$ cat src/rtl/cache_mem_bridge_pkg.sv
// Shared types and sizing for the cache-to-RAM block bridge.
// Block geometry follows the cache; only the RAM latency is set per instance.
package cache_mem_bridge_pkg;

  localparam int BLOCK_SIZE   = 4;
  localparam int WORD_WIDTH   = 32;
  localparam int ADDR_WIDTH   = 32;
  localparam int OFFSET_WIDTH = $clog2(BLOCK_SIZE);

  typedef logic [WORD_WIDTH-1:0]  word_t;
  typedef logic [ADDR_WIDTH-1:0]  addr_t;
  typedef word_t [BLOCK_SIZE-1:0] block_t;

  typedef struct packed {
    addr_t  addr;
    logic   cs;
    logic   rw;
    block_t data;
  } memory_request_t;

  typedef struct packed {
    logic   ack;
    block_t data;
  } memory_response_t;

  typedef enum logic [1:0] {br_idle, br_write, br_read, br_done} bridge_state_t;

  // Clears the word-offset bits so every transfer starts on a block boundary.
  function automatic addr_t block_base(input addr_t addr);
    return addr & ~addr_t'(BLOCK_SIZE - 1);
  endfunction

endpackage

$ cat src/rtl/cache_mem_bridge_if.sv
// Block request/response channel between the cache controller and the bridge.
// The cache drives the request (master); the bridge answers (slave).
interface cache_mem_bridge_if;
  import cache_mem_bridge_pkg::*;

  memory_request_t  mem_req;
  memory_response_t mem_resp;

  modport master (output mem_req, input mem_resp);
  modport slave  (input mem_req, output mem_resp);

endinterface

$ cat src/rtl/cache_mem_bridge.sv
// Serialises one block-wide cache request into BLOCK_SIZE single-word RAM
// accesses and gathers read data back into a block response.
module cache_mem_bridge
  import cache_mem_bridge_pkg::*;
#(
  parameter int RAM_LATENCY = 1
) (
  input  logic                     clk,
  input  logic                     rst_n,
  cache_mem_bridge_if.slave        mem,
  output logic                     ram_cs,
  output logic                     ram_we,
  output logic [ADDR_WIDTH-1:0]    ram_addr,
  output logic [WORD_WIDTH-1:0]    ram_wdata,
  input  logic [WORD_WIDTH-1:0]    ram_rdata
);

  localparam int CNT_WIDTH = $clog2(BLOCK_SIZE + RAM_LATENCY) + 1;
  localparam int IDX_W     = OFFSET_WIDTH;
  localparam logic [CNT_WIDTH-1:0] LAST_IDX = CNT_WIDTH'(BLOCK_SIZE - 1);
  localparam logic [CNT_WIDTH-1:0] NUM_WORDS = CNT_WIDTH'(BLOCK_SIZE);

  bridge_state_t          state_q, state_d;
  addr_t                  base_q;
  block_t                 wdata_q;
  block_t                 rdata_q;
  logic [CNT_WIDTH-1:0]   issue_q, issue_d;
  logic [CNT_WIDTH-1:0]   capt_q, capt_d;
  logic [RAM_LATENCY-1:0] valid_q;

  logic accept;
  logic issue_rd;
  logic capture;

  assign accept  = (state_q == br_idle) && mem.mem_req.cs;
  // Oldest bit of the valid pipe marks the cycle in which ram_rdata is ours.
  assign capture = valid_q[RAM_LATENCY-1];

  // NOTE: every signal written here gets a default first, so no path can
  // leave one unassigned and infer a latch.
  always_comb begin
    state_d   = state_q;
    issue_d   = issue_q;
    capt_d    = capt_q;
    issue_rd  = 1'b0;
    ram_cs    = 1'b0;
    ram_we    = 1'b0;
    ram_addr  = '0;
    ram_wdata = '0;

    unique case (state_q)
      br_idle: begin
        if (mem.mem_req.cs) begin
          issue_d = '0;
          capt_d  = '0;
          state_d = mem.mem_req.rw ? br_write : br_read;
        end
      end

      br_write: begin
        ram_cs    = 1'b1;
        ram_we    = 1'b1;
        ram_addr  = base_q + addr_t'(issue_q);
        ram_wdata = wdata_q[issue_q[IDX_W-1:0]];
        issue_d   = issue_q + 1'b1;
        if (issue_q == LAST_IDX) state_d = br_done;
      end

      br_read: begin
        if (issue_q < NUM_WORDS) begin
          ram_cs   = 1'b1;
          ram_addr = base_q + addr_t'(issue_q);
          issue_rd = 1'b1;
          issue_d  = issue_q + 1'b1;
        end
        if (capture) begin
          capt_d = capt_q + 1'b1;
          if (capt_q == LAST_IDX) state_d = br_done;
        end
      end

      br_done: state_d = br_idle;

      default: state_d = br_idle;
    endcase
  end

  // NOTE: state is updated with non-blocking assignments only, so every
  // register samples pre-edge values regardless of statement order.
  always_ff @(posedge clk or negedge rst_n) begin
    if (!rst_n) begin
      state_q <= br_idle;
      issue_q <= '0;
      capt_q  <= '0;
      valid_q <= '0;
      base_q  <= '0;
      // NOTE: the data arrays are reset too: rdata_q is visible on the
      // response port and a reset must also discard a captured request.
      wdata_q <= '0;
      rdata_q <= '0;
    end else begin
      state_q <= state_d;
      issue_q <= issue_d;
      capt_q  <= capt_d;
      valid_q <= (valid_q << 1) | RAM_LATENCY'(issue_rd);
      if (accept) begin
        base_q  <= block_base(mem.mem_req.addr);
        wdata_q <= mem.mem_req.data;
      end
      if (capture) rdata_q[capt_q[IDX_W-1:0]] <= ram_rdata;
    end
  end

  assign mem.mem_resp.ack  = (state_q == br_done);
  assign mem.mem_resp.data = rdata_q;

endmodule

$ cat src/flat_wrapper.sv
// flat-port wrapper written by rule: the top's interface ports become plain ports
module cache_mem_bridge_flat import cache_mem_bridge_pkg::*;
#(
  parameter int RAM_LATENCY = 1
)
  (clk, rst_n, ram_cs, ram_we, ram_addr, ram_wdata, ram_rdata, mem_mem_req, mem_mem_resp);
  cache_mem_bridge_if mem_i ();
  input  logic clk;
  input  logic rst_n;
  output logic ram_cs;
  output logic ram_we;
  output logic [ADDR_WIDTH-1:0] ram_addr;
  output logic [WORD_WIDTH-1:0] ram_wdata;
  input  logic [WORD_WIDTH-1:0] ram_rdata;
  input wire logic [$bits(mem_i.mem_req)-1:0] mem_mem_req;
  output wire logic [$bits(mem_i.mem_resp)-1:0] mem_mem_resp;
  assign mem_i.mem_req = mem_mem_req;
  assign mem_mem_resp = mem_i.mem_resp;
  cache_mem_bridge #(.RAM_LATENCY(RAM_LATENCY)) u_core (.clk(clk), .rst_n(rst_n), .mem(mem_i), .ram_cs(ram_cs), .ram_we(ram_we), .ram_addr(ram_addr), .ram_wdata(ram_wdata), .ram_rdata(ram_rdata));
endmodule
$ cat config.mk
export PLATFORM = sky130hd
export DESIGN_NAME = cache_mem_bridge_flat
export DESIGN_NICKNAME = d
export VERILOG_FILES = /design/src/rtl/cache_mem_bridge_pkg.sv /design/src/rtl/cache_mem_bridge_if.sv /design/src/rtl/cache_mem_bridge.sv /design/src/flat_wrapper.sv
export SDC_FILE = /design/constraint.sdc
export NUM_CORES = 1
export LEC_CHECK = 0
export CAP_MARGIN = 20
export CORE_AREA = 3 3 171 173
export DETAILED_ROUTE_END_ITERATION = 16
export DIE_AREA = 0 0 174 176
export PLACE_DENSITY = 0.83
export SLEW_MARGIN = 30
export SYNTH_ARGS = -nofsm -noshare
export SYNTH_HDL_FRONTEND = slang
export SYNTH_SLANG_ARGS = --single-unit
$ cat constraint.sdc
create_clock -name clk -period 2.9 [get_ports clk]
set_input_delay 0.58 -clock clk [delete_from_list [all_inputs] [get_ports clk]]
set_output_delay 0.58 -clock clk [all_outputs]
set_load 0.02 [all_outputs]
==> metrics.md, run 1 <==
| Metric | Value |
|---|---|
| Leading cell types by count after synthesis | dfrtp_1, mux2_2, and2_1 |
| Die Footprint | 30600 sq um |
| Final Hold Viols | 0 |
| Hold Crit Class | register to register |
| Initial antenna violation count | 2 |
| Crit Path Max Fanout | 6 |
| Ordered cell list for the critical path | ha_4 -> a21oi_4 -> or4_4 -> or4_1 -> a21oi_1 -> buf_4 |
| Post-Synthesis Mean Instance Area | ~15 sq um |
| Number of standard-cell rows in the floorplan | 61 |
| Share of async-settable or async-resettable flops after synthesis | 100% |
| Initial Util | 46.8% |
| Startpoint type of the worst setup path | register |
| Number of buffers inserted during clock tree synthesis | 30 |
| Post-synthesis to final-layout area growth | 47.5% |
| Part of the Yosys area used for sequential elements | roughly 57% |
| Post-synth net total | 1092 |
| Latest clock arrival within the worst-skew pair | 550 ps |
| Cell count after placement | about 1700 |
| Most common flop cell mapped by yosys | dfrtp_1 |
| CTS tree | yes |
| Drc violations | 0 |
| Sort of element at the end of the critical path | output pin |
| CORE AREA | about 28000 sq um |
| Final count of pins violating max slew | 0 |
| Total of warnings raised by yosys | 0 |
| PD cells | 1170 nW/um^2 |
| Leading post-synthesis cells by cell area | dfrtp_1, mux2_2, mux4_2, and2_1, ha_1 |
| Net count reported at finish | 1548 |
| Ratio of cells with drive above 1 in the final layout | 38.4% |
| Total number of clock tree sinks | between 200 and 300 |
| Period utilization | 110% |
| CP required | 2320 ps |
| Clk_skew | 14.3 ps |
| Max frequency | 314 MHz |
| Total standard cell area after synthesis | 13000 sq um |
| Dominant delay contributor by cell family on the critical path | simple AND/OR/NAND/NOR gates |
| Total of flip-flops plus latches after synthesis | 297 |
| Die height | roughly 180 um |
| Classification of the worst setup path | register to output pin |
| Share of the synthesized area in the top cell type | 57.2% |
| Vias per std cell | between 5 and 6 |
| ANT nets after route | 0 |
| Violations in the final reports | negative setup slack |
| Routed WL per cell | 20.4 um |
| CTS H-tree depth | 1 |
| Global routing usage summed across all routing layers | 22.6% |
| Clock transition at path regs | 60 ps |
| I/O pin total | between 300 and 400 |
| Distinct cell type count of the synthesized netlist | 44 |
| Wire length of the first global-routing pass | roughly 55000 um |
| HPWL reported at the end of detailed placement | 25500 um |
| Final period demand of the worst path | roughly 3200 ps |
| Max Buffers Root-to-Sink | 3 |
| Max stage delay on crit path | between 500 and 600 ps |
| Final total power | 22.3 mW |
| Maximum vdd ir drop | about 0.00068 V |
| Worst rel slew slack | 56.0% |
| Final global-route overflow total | 0 |
| Via count | 9221 |
| Unrepaired setup endpoints after global routing | yes |
| Final cell count without fillers | 1743 |
| Final setup violating endpoints | 18 |
| Actual transition at the worst max-transition pin | about 660 ps |
| Number of global-route vias before repair | 9950 |
| Static power due to leakage | 8.15 nW |
| Critical path's slowest cell | or4_1 |
| Cell accounting for the most synthesized area | dfrtp_1 |
| CTS Root Cell | clkbuf_16 |
| Horizontal die dimension | 174 um |
| Largest net degree at the start of global routing | 92 |
| Worst EP arrival | 2610 ps |
| Weighted congestion at the end of routability-driven global placement | 0.872 |
| DRT Pass-1 Iters | 4 |
| Number of DRC markers after the initial detailed-route iteration | 471 |
| Number of instances in the synthesized netlist | 883 |
| Number of synthesized flops with an enable pin | 0 |
| Most used standard cell by instance count after synthesis | dfrtp_1 |
| Result of the run | finished, violations left |
| Bufs and invs on worst path | 1 |
| Number of violations of the max-capacitance limit | 0 |
| Setup WS post-layout | -289 ps |
| Count of input and output buffers | approximately 390 |
| Final Routed Wirelength | ~36000 um |
metal layers:
metal | global-route usage, % | routed length (um)
met5 | 0 | 0
met4 | 6.77 | 922
met3 | 7.51 | 3360
met2 | 39.7 | 17700
met1 | 26.6 | 13600
timing repair:
item	4_1_cts	5_1_grt
hold endpoints to repair	41	0
setup buffers	7	4
gates resized for setup	181	54
cloned	2	0
setup endpoints to repair	65	40
pin swaps	6	13
hold buffers	1	0
power by group:
part           total [mW]  switching [mW]  internal, mW
logic                10.9            5.03          5.88
clock network        3.97            1.61          2.36
registers            7.45            1.18          6.27
layout make-up:
type	count	area (sq um)
timing repair buffer	469	4580
antenna	2	5.00
fill	1933	8620
clock buffer	45	918
multi-input combinational	532	5600
clock inverter	11	116
sequential	297	7430
inverter	9	36.3
tap	378	473
flip-flops by register name, summed over array words and instances, names as in the netlist:
| register | count |
|---|---|
| u_core.mem.mem_resp | 128 |
| u_core.wdata_q | 128 |
| u_core.base_q | 30 |
| u_core.capt_q | 4 |
| u_core.issue_q | 4 |
| u_core.state_q | 2 |
| u_core.capture | 1 |
layout by cell type (no fill, tap or decap), types with 12 or more instances in the layout:
| cell type | netlist | routed |
|---|---|---|
| and2_1 | 37 | 37 |
| buf_12 | 0 | 13 |
| buf_4 | 0 | 75 |
| clkbuf_16 | 0 | 31 |
| clkdlybuf4s50_1 | 0 | 321 |
| dfrtp_1 | 297 | 296 |
| dlygate4sd2_1 | 0 | 26 |
| mux2_2 | 286 | 286 |
| mux4_2 | 32 | 32 |
| nand2_1 | 23 | 21 |
| nand3_1 | 13 | 12 |
| nor2_1 | 14 | 14 |
cell families after synthesis:
kind of cell    synth area share [%]
fa+ha+maj                       1.31
mux                             30.7
flops                           57.2
buf+inv                         1.64
simple gates                    5.94
xor+xnor                       0.742
compound gates                  2.44
worst register-to-register path, stage by stage, from the launching register on:
cell and delay (ps):
dfrtp_1 380, inv_2 70, ha_1 220, buf_4 160, o21a_1 100, nor3_1 540
o21ai_0 190, o2bb2ai_1 170
through the flow:
| stage | hold slack, ps | setup TNS, ps | worst slack, ps | instance area (sq um) | utilization [%] |
|---|---|---|---|---|---|
| 2_1_floorplan | 284 | 0 | 165 | 13000 | - |
| 3_3_place_gp | 482 | -1540 | -193 | 17800 | 64.2 |
| 3_5_place_dp | 487 | -2210 | -230 | 17800 | 64.2 |
| 4_1_cts | 501 | -2650 | -270 | 19000 | 68.4 |
| 5_1_grt | 513 | -4900 | -349 | 19200 | 69.0 |
| 6_report | 498 | -2770 | -289 | 19200 | 69.0 |
path summary, 6_finish.rpt:
kind                                    start                        to  slack [ps]  depth (start not counted)
min                        u_core.wdata_q[70]        u_core.wdata_q[70]         500                          1
max in group asynchronous               rst_n  u_core.mem.mem_resp[114]        1490                          4
max                          u_core.base_q[3]              ram_addr[25]        -290                          6
max reg2reg                 u_core.state_q[0]         u_core.issue_q[2]         950                          7
min reg2reg                u_core.wdata_q[70]        u_core.wdata_q[70]         500                          1
min in group asynchronous               rst_n        u_core.wdata_q[79]         570                          2
Note: power is estimated with default switching activity, not from simulation.
==> run 2: changes to the inputs <==
Settings changed: CORE_AREA 3 3 171 173 to 3 3 185 187, DIE_AREA 0 0 174 176 to 0 0 188 190, GPL_ROUTABILITY_DRIVEN set to 0, PLACE_DENSITY 0.83 to 0.73.
==> metrics.md, run 2 (same netlist as run 1, synthesis figures left out) <==
| Metric | Value |
|---|---|
| Setup WS post-layout | -305 ps |
| Worst EP arrival | 2620 ps |
| Global-route met3 utilization | roughly 7.8% |
| Count of input and output buffers | between 300 and 400 |
| Number of global-route vias before repair | 9945 |
| Crit Path Max Fanout | 7 |
| Cell count after placement | 1733 |
| PD cells | 1170 nW/um^2 |
| Number of standard-cell rows in the floorplan | 66 |
| Violations in the final reports | negative setup slack |
| I/O pin total | 391 |
| Startpoint type of the worst setup path | register |
| Initial antenna violation count | 2 |
| Unrepaired setup endpoints after global routing | yes |
| Largest net degree at the start of global routing | 98 |
| ANT nets after route | 0 |
| GR peak layer | met2 |
| Maximum vdd ir drop | approximately 0.00057 V |
| Die Footprint | 35700 sq um |
| ANT cells | 0 |
| Drc violations | 0 |
| Global routing usage summed across all routing layers | between 10% and 20% |
| Clock transition at path regs | 60 ps |
| Global Route met1 Usage | 23.3% |
| Met2 Resource Use GR | between 30% and 40% |
| Fill cell total of the finished layout | 2614 |
| CTS tree | yes |
| Result of the run | finished, violations left |
| Final cell count without fillers | 1804 |
| Total number of clock tree sinks | 297 |
| Highest-count cells in the layout ignoring fill and taps | clkdlybuf4s50_1, dfrtp_1, mux2_2 |
| Static power due to leakage | 8.10 nW |
| Ratio of cells with drive above 1 in the final layout | 38.1% |
| Classification of the worst setup path | register to output pin |
| Net count reported at finish | 1546 |
| Die height | around 190 um |
| Final count of pins violating max slew | 0 |
| Max Buffers Root-to-Sink | 3 |
| Final global-route overflow total | 0 |
| Startpoint of the most critical register-to-register path | u_core.capt_q[1] |
| Max frequency | 312 MHz |
| Final period demand of the worst path | 3200 ps |
| Number of buffers inserted during clock tree synthesis | 34 |
| Initial Util | around two fifths |
| Number of DRC markers after the initial detailed-route iteration | 388 |
| Via count | 9212 |
| Actual transition at the worst max-transition pin | 647 ps |
| Final setup violating endpoints | 19 |
| CORE AREA | ~33000 sq um |
| HPWL reported at the end of detailed placement | roughly 26000 um |
| CP required | 2320 ps |
| Wire length of the first global-routing pass | 56600 um |
| Hold buffer count at cts | 0 |
| CTS Root Cell | clkbuf_16 |
| Post-placement worst setup slack | -245 ps |
| Most common cell after layout, fill and taps aside | clkdlybuf4s50_1 |
| Latest clock arrival within the worst-skew pair | 510 ps |
| Sort of element at the end of the critical path | output pin |
| DRT Pass-1 Iters | 4 |
| CTS H-tree depth | 2 |
| Final Routed Wirelength | 36100 um |
| Period utilization | 111% |
| Hold Crit Class | primary input to async pin |
| Post-synthesis to final-layout area growth | 47.6% |
| Number of violations of the max-capacitance limit | 0 |
| Horizontal die dimension | roughly 190 um |
| Worst rel slew slack | between 50% and 60% |
| Final Hold Viols | 0 |
| Routed WL per cell | 20.0 um |
| Clk_skew | 11.5 ps |
| Length in cells of the worst reg-to-reg path | 6 |
| Worst setup startpoint | u_core.issue_q[3] |
| Vias per std cell | 5.11 |
## run 2: cell count changes in the layout (fill, tap and decap cells not counted), sizes merged, moves of 3 or more
cell,change
clkbuf,+8
clkdlybuf4s15,-7
clkinv,-3
inv,+3
buf,-6
dlygate4sd2,+7
## run 2: report_power, final
part | switching, mW | internal [mW]
registers | 1.17 | 6.28
clock network | 1.69 | 2.49
logic | 4.98 | 5.77
total | 7.85 | 14.5
## run 2: path summary, 6_finish.rpt
kind                                             to  slack, ps
max in group asynchronous  u_core.mem.mem_resp[100]       2120
max reg2reg                       u_core.state_q[0]        920
min in group clk            u_core.mem.mem_resp[22]        500
max                                    ram_addr[25]       -300
min                         u_core.mem.mem_resp[63]         30
min reg2reg                 u_core.mem.mem_resp[22]        500
## run 2: metal layers
metal / share of wire (%) / vias up
li1: - / 4145
met4: 2.6 / 4
met3: 9.8 / 64
met1: 39 / 4635
met2: 49 / 364
met5: 0.053 / -
## run 2: layout make-up
cell class	count	area (sq um)	area share (%)
clock buffer	52	960	5.00
tap	442	553	2.88
clock inverter	9	124	0.646
timing repair buffer	463	4450	23.2
multi-input combinational	532	5630	29.3
sequential	297	7430	38.8
inverter	9	33.8	0.176
## run 2: stage by stage
step           utilization [%]  hold WS, ps  power (mW)  setup TNS, ps  cell area, sq um
6_report                  58.8         31.4        22.4          -2940             19200
3_5_place_dp              54.8          487        18.3          -2210             17900
4_1_cts                   58.4         34.8        22.4          -2890             19000
2_1_floorplan                -          284        13.3              0             13000
5_1_grt                   58.8         47.3        23.7          -4960             19200
3_3_place_gp              54.8          482        17.9          -1870             17900
## run 2: critical path, stage by stage, from the launching register on
cell,delay [ps]
dfrtp_1,410
ha_4,290
a21oi_4,50
or4_4,570
or4_1,460
a21oi_2,170
buf_4,160
## run 2: repair_timing
item                                    4_1_cts  5_1_grt
pin swaps                                    17       22
setup buffers                                 5        4
endpoints found under the setup margin       65       31
resized for setup                           178       58
cloned                                        1        0
==> run 3: changes to the inputs <==
Settings changed: GPL_ROUTABILITY_DRIVEN 0 to not set, TNS_END_PERCENT set to 5.
==> metrics.md, run 3 (same netlist as run 1, synthesis figures left out) <==
| Metric | Value |
|---|---|
| Initial antenna violation count | 2 |
| Setup slack on the worst flop-to-flop path | between 900 and 1000 ps |
| PD cells | 1170 nW/um^2 |
| Final count of pins violating max slew | 0 |
| Hold buffer count at cts | 0 |
| Utilization after layout | approximately 58% |
| Largest net degree at the start of global routing | 98 |
| Hold Crit Class | primary input to async pin |
| Clock transition at path regs | 60 ps |
| Number of buffers inserted during clock tree synthesis | 34 |
| Die Footprint | 35700 sq um |
| CTS tree | yes |
| Vias per std cell | 5.10 |
| Horizontal die dimension | 188 um |
| Classification of the worst setup path | register to output pin |
| Max frequency | between 300 and 400 MHz |
| Cell count after placement | ~1700 |
| Number of global-route vias before repair | 9912 |
| Number of violations of the max-capacitance limit | 0 |
| DRT Pass-1 Iters | 4 |
| Worst EP arrival | 2650 ps |
| ANT nets after route | 0 |
| Count of input and output buffers | 388 |
| Final setup violating endpoints | 14 |
| Period utilization | 111% |
| Worst setup startpoint | u_core.issue_q[3] |
| Final total power | 22.2 mW |
| Global routing usage summed across all routing layers | 19.9% |
| Worst reg2reg path endpoint | u_core.issue_q[2] |
| Net count reported at finish | about 1500 |
| Number of DRC markers after the initial detailed-route iteration | 435 |
| Post-placement worst setup slack | -245 ps |
| Highest-count cells in the layout ignoring fill and taps | clkdlybuf4s50_1, dfrtp_1, mux2_2 |
| Crit Path Max Fanout | 7 |
| Worst rel slew slack | 56.1% |
| Violations in the final reports | negative setup slack |
| Sort of element at the end of the critical path | output pin |
| Total number of clock tree sinks | 297 |
| Unrepaired setup endpoints after global routing | yes |
| Weighted congestion at the end of routability-driven global placement | between 0.8 and 0.9 |
| CORE AREA | 32600 sq um |
| CTS Root Cell | clkbuf_16 |
| Fill cell total of the finished layout | 2651 |
| HPWL reported at the end of detailed placement | 25900 um |
| I/O pin total | 391 |
| Final Routed Wirelength | around 36000 um |
| Post-synthesis to final-layout area growth | 46.1% |
| Wire length of the first global-routing pass | approximately 56000 um |
| CTS H-tree depth | 2 |
| Final period demand of the worst path | 3230 ps |
| Most common cell after layout, fill and taps aside | clkdlybuf4s50_1 |
| Latest clock arrival within the worst-skew pair | 510 ps |
| Initial Util | between 30% and 40% |
| ANT cells | 0 |
| Ratio of cells with drive above 1 in the final layout | between 30% and 40% |
| Final Hold Viols | 0 |
| Actual transition at the worst max-transition pin | 653 ps |
| Setup WS post-layout | -328 ps |
| Result of the run | finished, violations left |
| Final global-route overflow total | 0 |
| Die height | between 150 and 200 um |
| Routed WL per cell | 19.9 um |
| Clk_skew | 12.0 ps |
| CP required | around 2300 ps |
| Drc violations | 0 |
| Final cell count without fillers | between 1500 and 2000 |
| Via count | approximately 9200 |
| Final TNS setup | -2440 ps |
| Length in cells of the worst reg-to-reg path | 7 |
| Maximum vdd ir drop | between 0.0005 and 0.0006 V |
| Static power due to leakage | roughly 8.0 nW |
| Number of standard-cell rows in the floorplan | 66 |
| Startpoint of the most critical register-to-register path | u_core.state_q[0] |
| Max Buffers Root-to-Sink | 3 |
| Startpoint type of the worst setup path | register |
## run 3: cell count changes in the layout (fill, tap and decap cells not counted), moves of 2 or more
cell	change
o21ai_0	+3
o31ai_1	+2
a21oi_4	-2
o31ai_2	-2
o21ai_2	-2
buf_4	-4
buf_6	-7
buf_2	+4
## run 3: stage by stage
stage,area (sq um),hold slack (ps)
2_1_floorplan,13000,284
3_3_place_gp,17900,482
3_5_place_dp,17900,487
4_1_cts,19000,34.8
5_1_grt,19000,47.1
6_report,19000,32.0
## run 3: final cells by class
cell class | instances | area (sq um) | area share [%]
Clock buffer | 52 | 960 | 5.06
Clock inverter | 9 | 124 | 0.652
Inverter | 9 | 33.8 | 0.178
Multi-Input combinational cell | 532 | 5520 | 29.1
Sequential cell | 297 | 7430 | 39.2
Tap cell | 442 | 553 | 2.91
Timing Repair Buffer | 456 | 4360 | 23.0
## run 3: worst max path at each step
stage	endpoint	slack (ps)	depth (start not counted)
5_1_grt	ram_addr[25]	-410	6
4_1_cts	ram_addr[27]	-340	6
3_5_place_dp	ram_addr[31]	-250	6
3_3_place_gp	ram_addr[29]	-180	6
2_1_floorplan	ram_addr[17]	170	6
6_report	ram_addr[25]	-330	6
## run 3: power breakdown
group	leakage, nW	switching, mW	total [mW]	internal, mW
sequential	3.50	1.17	7.44	6.28
combinational	4.00	4.90	10.6	5.68
clock	0.523	1.68	4.17	2.49
total	8.03	7.75	22.2	14.4
## run 3: worst max-delay path: stages, from the launching register on
cell	delay, ps
dfrtp_1	410
ha_4	280
a21oi_2	80
or4_4	590
or4_1	460
a21oi_2	170
buf_4	160
## run 3: layer usage
metal / vias to the layer above / part of all wire [%] / wire (um) / track usage, %
met4: 4 / 2.5 / 879 / 5.28
met5: - / 0.075 / 27 / 0
met2: 376 / 49 / 17400 / 34.6
met1: 4597 / 39 / 14000 / 23.1
met3: 65 / 9.7 / 3480 / 7.70
li1: 4131 / - / - / -
## run 3: what timing repair did
action,CTS,global route
gates cloned,1,0
resized for setup,163,40
setup endpoints to repair,65,31
buffers inserted,2,0
pin swaps,16,12
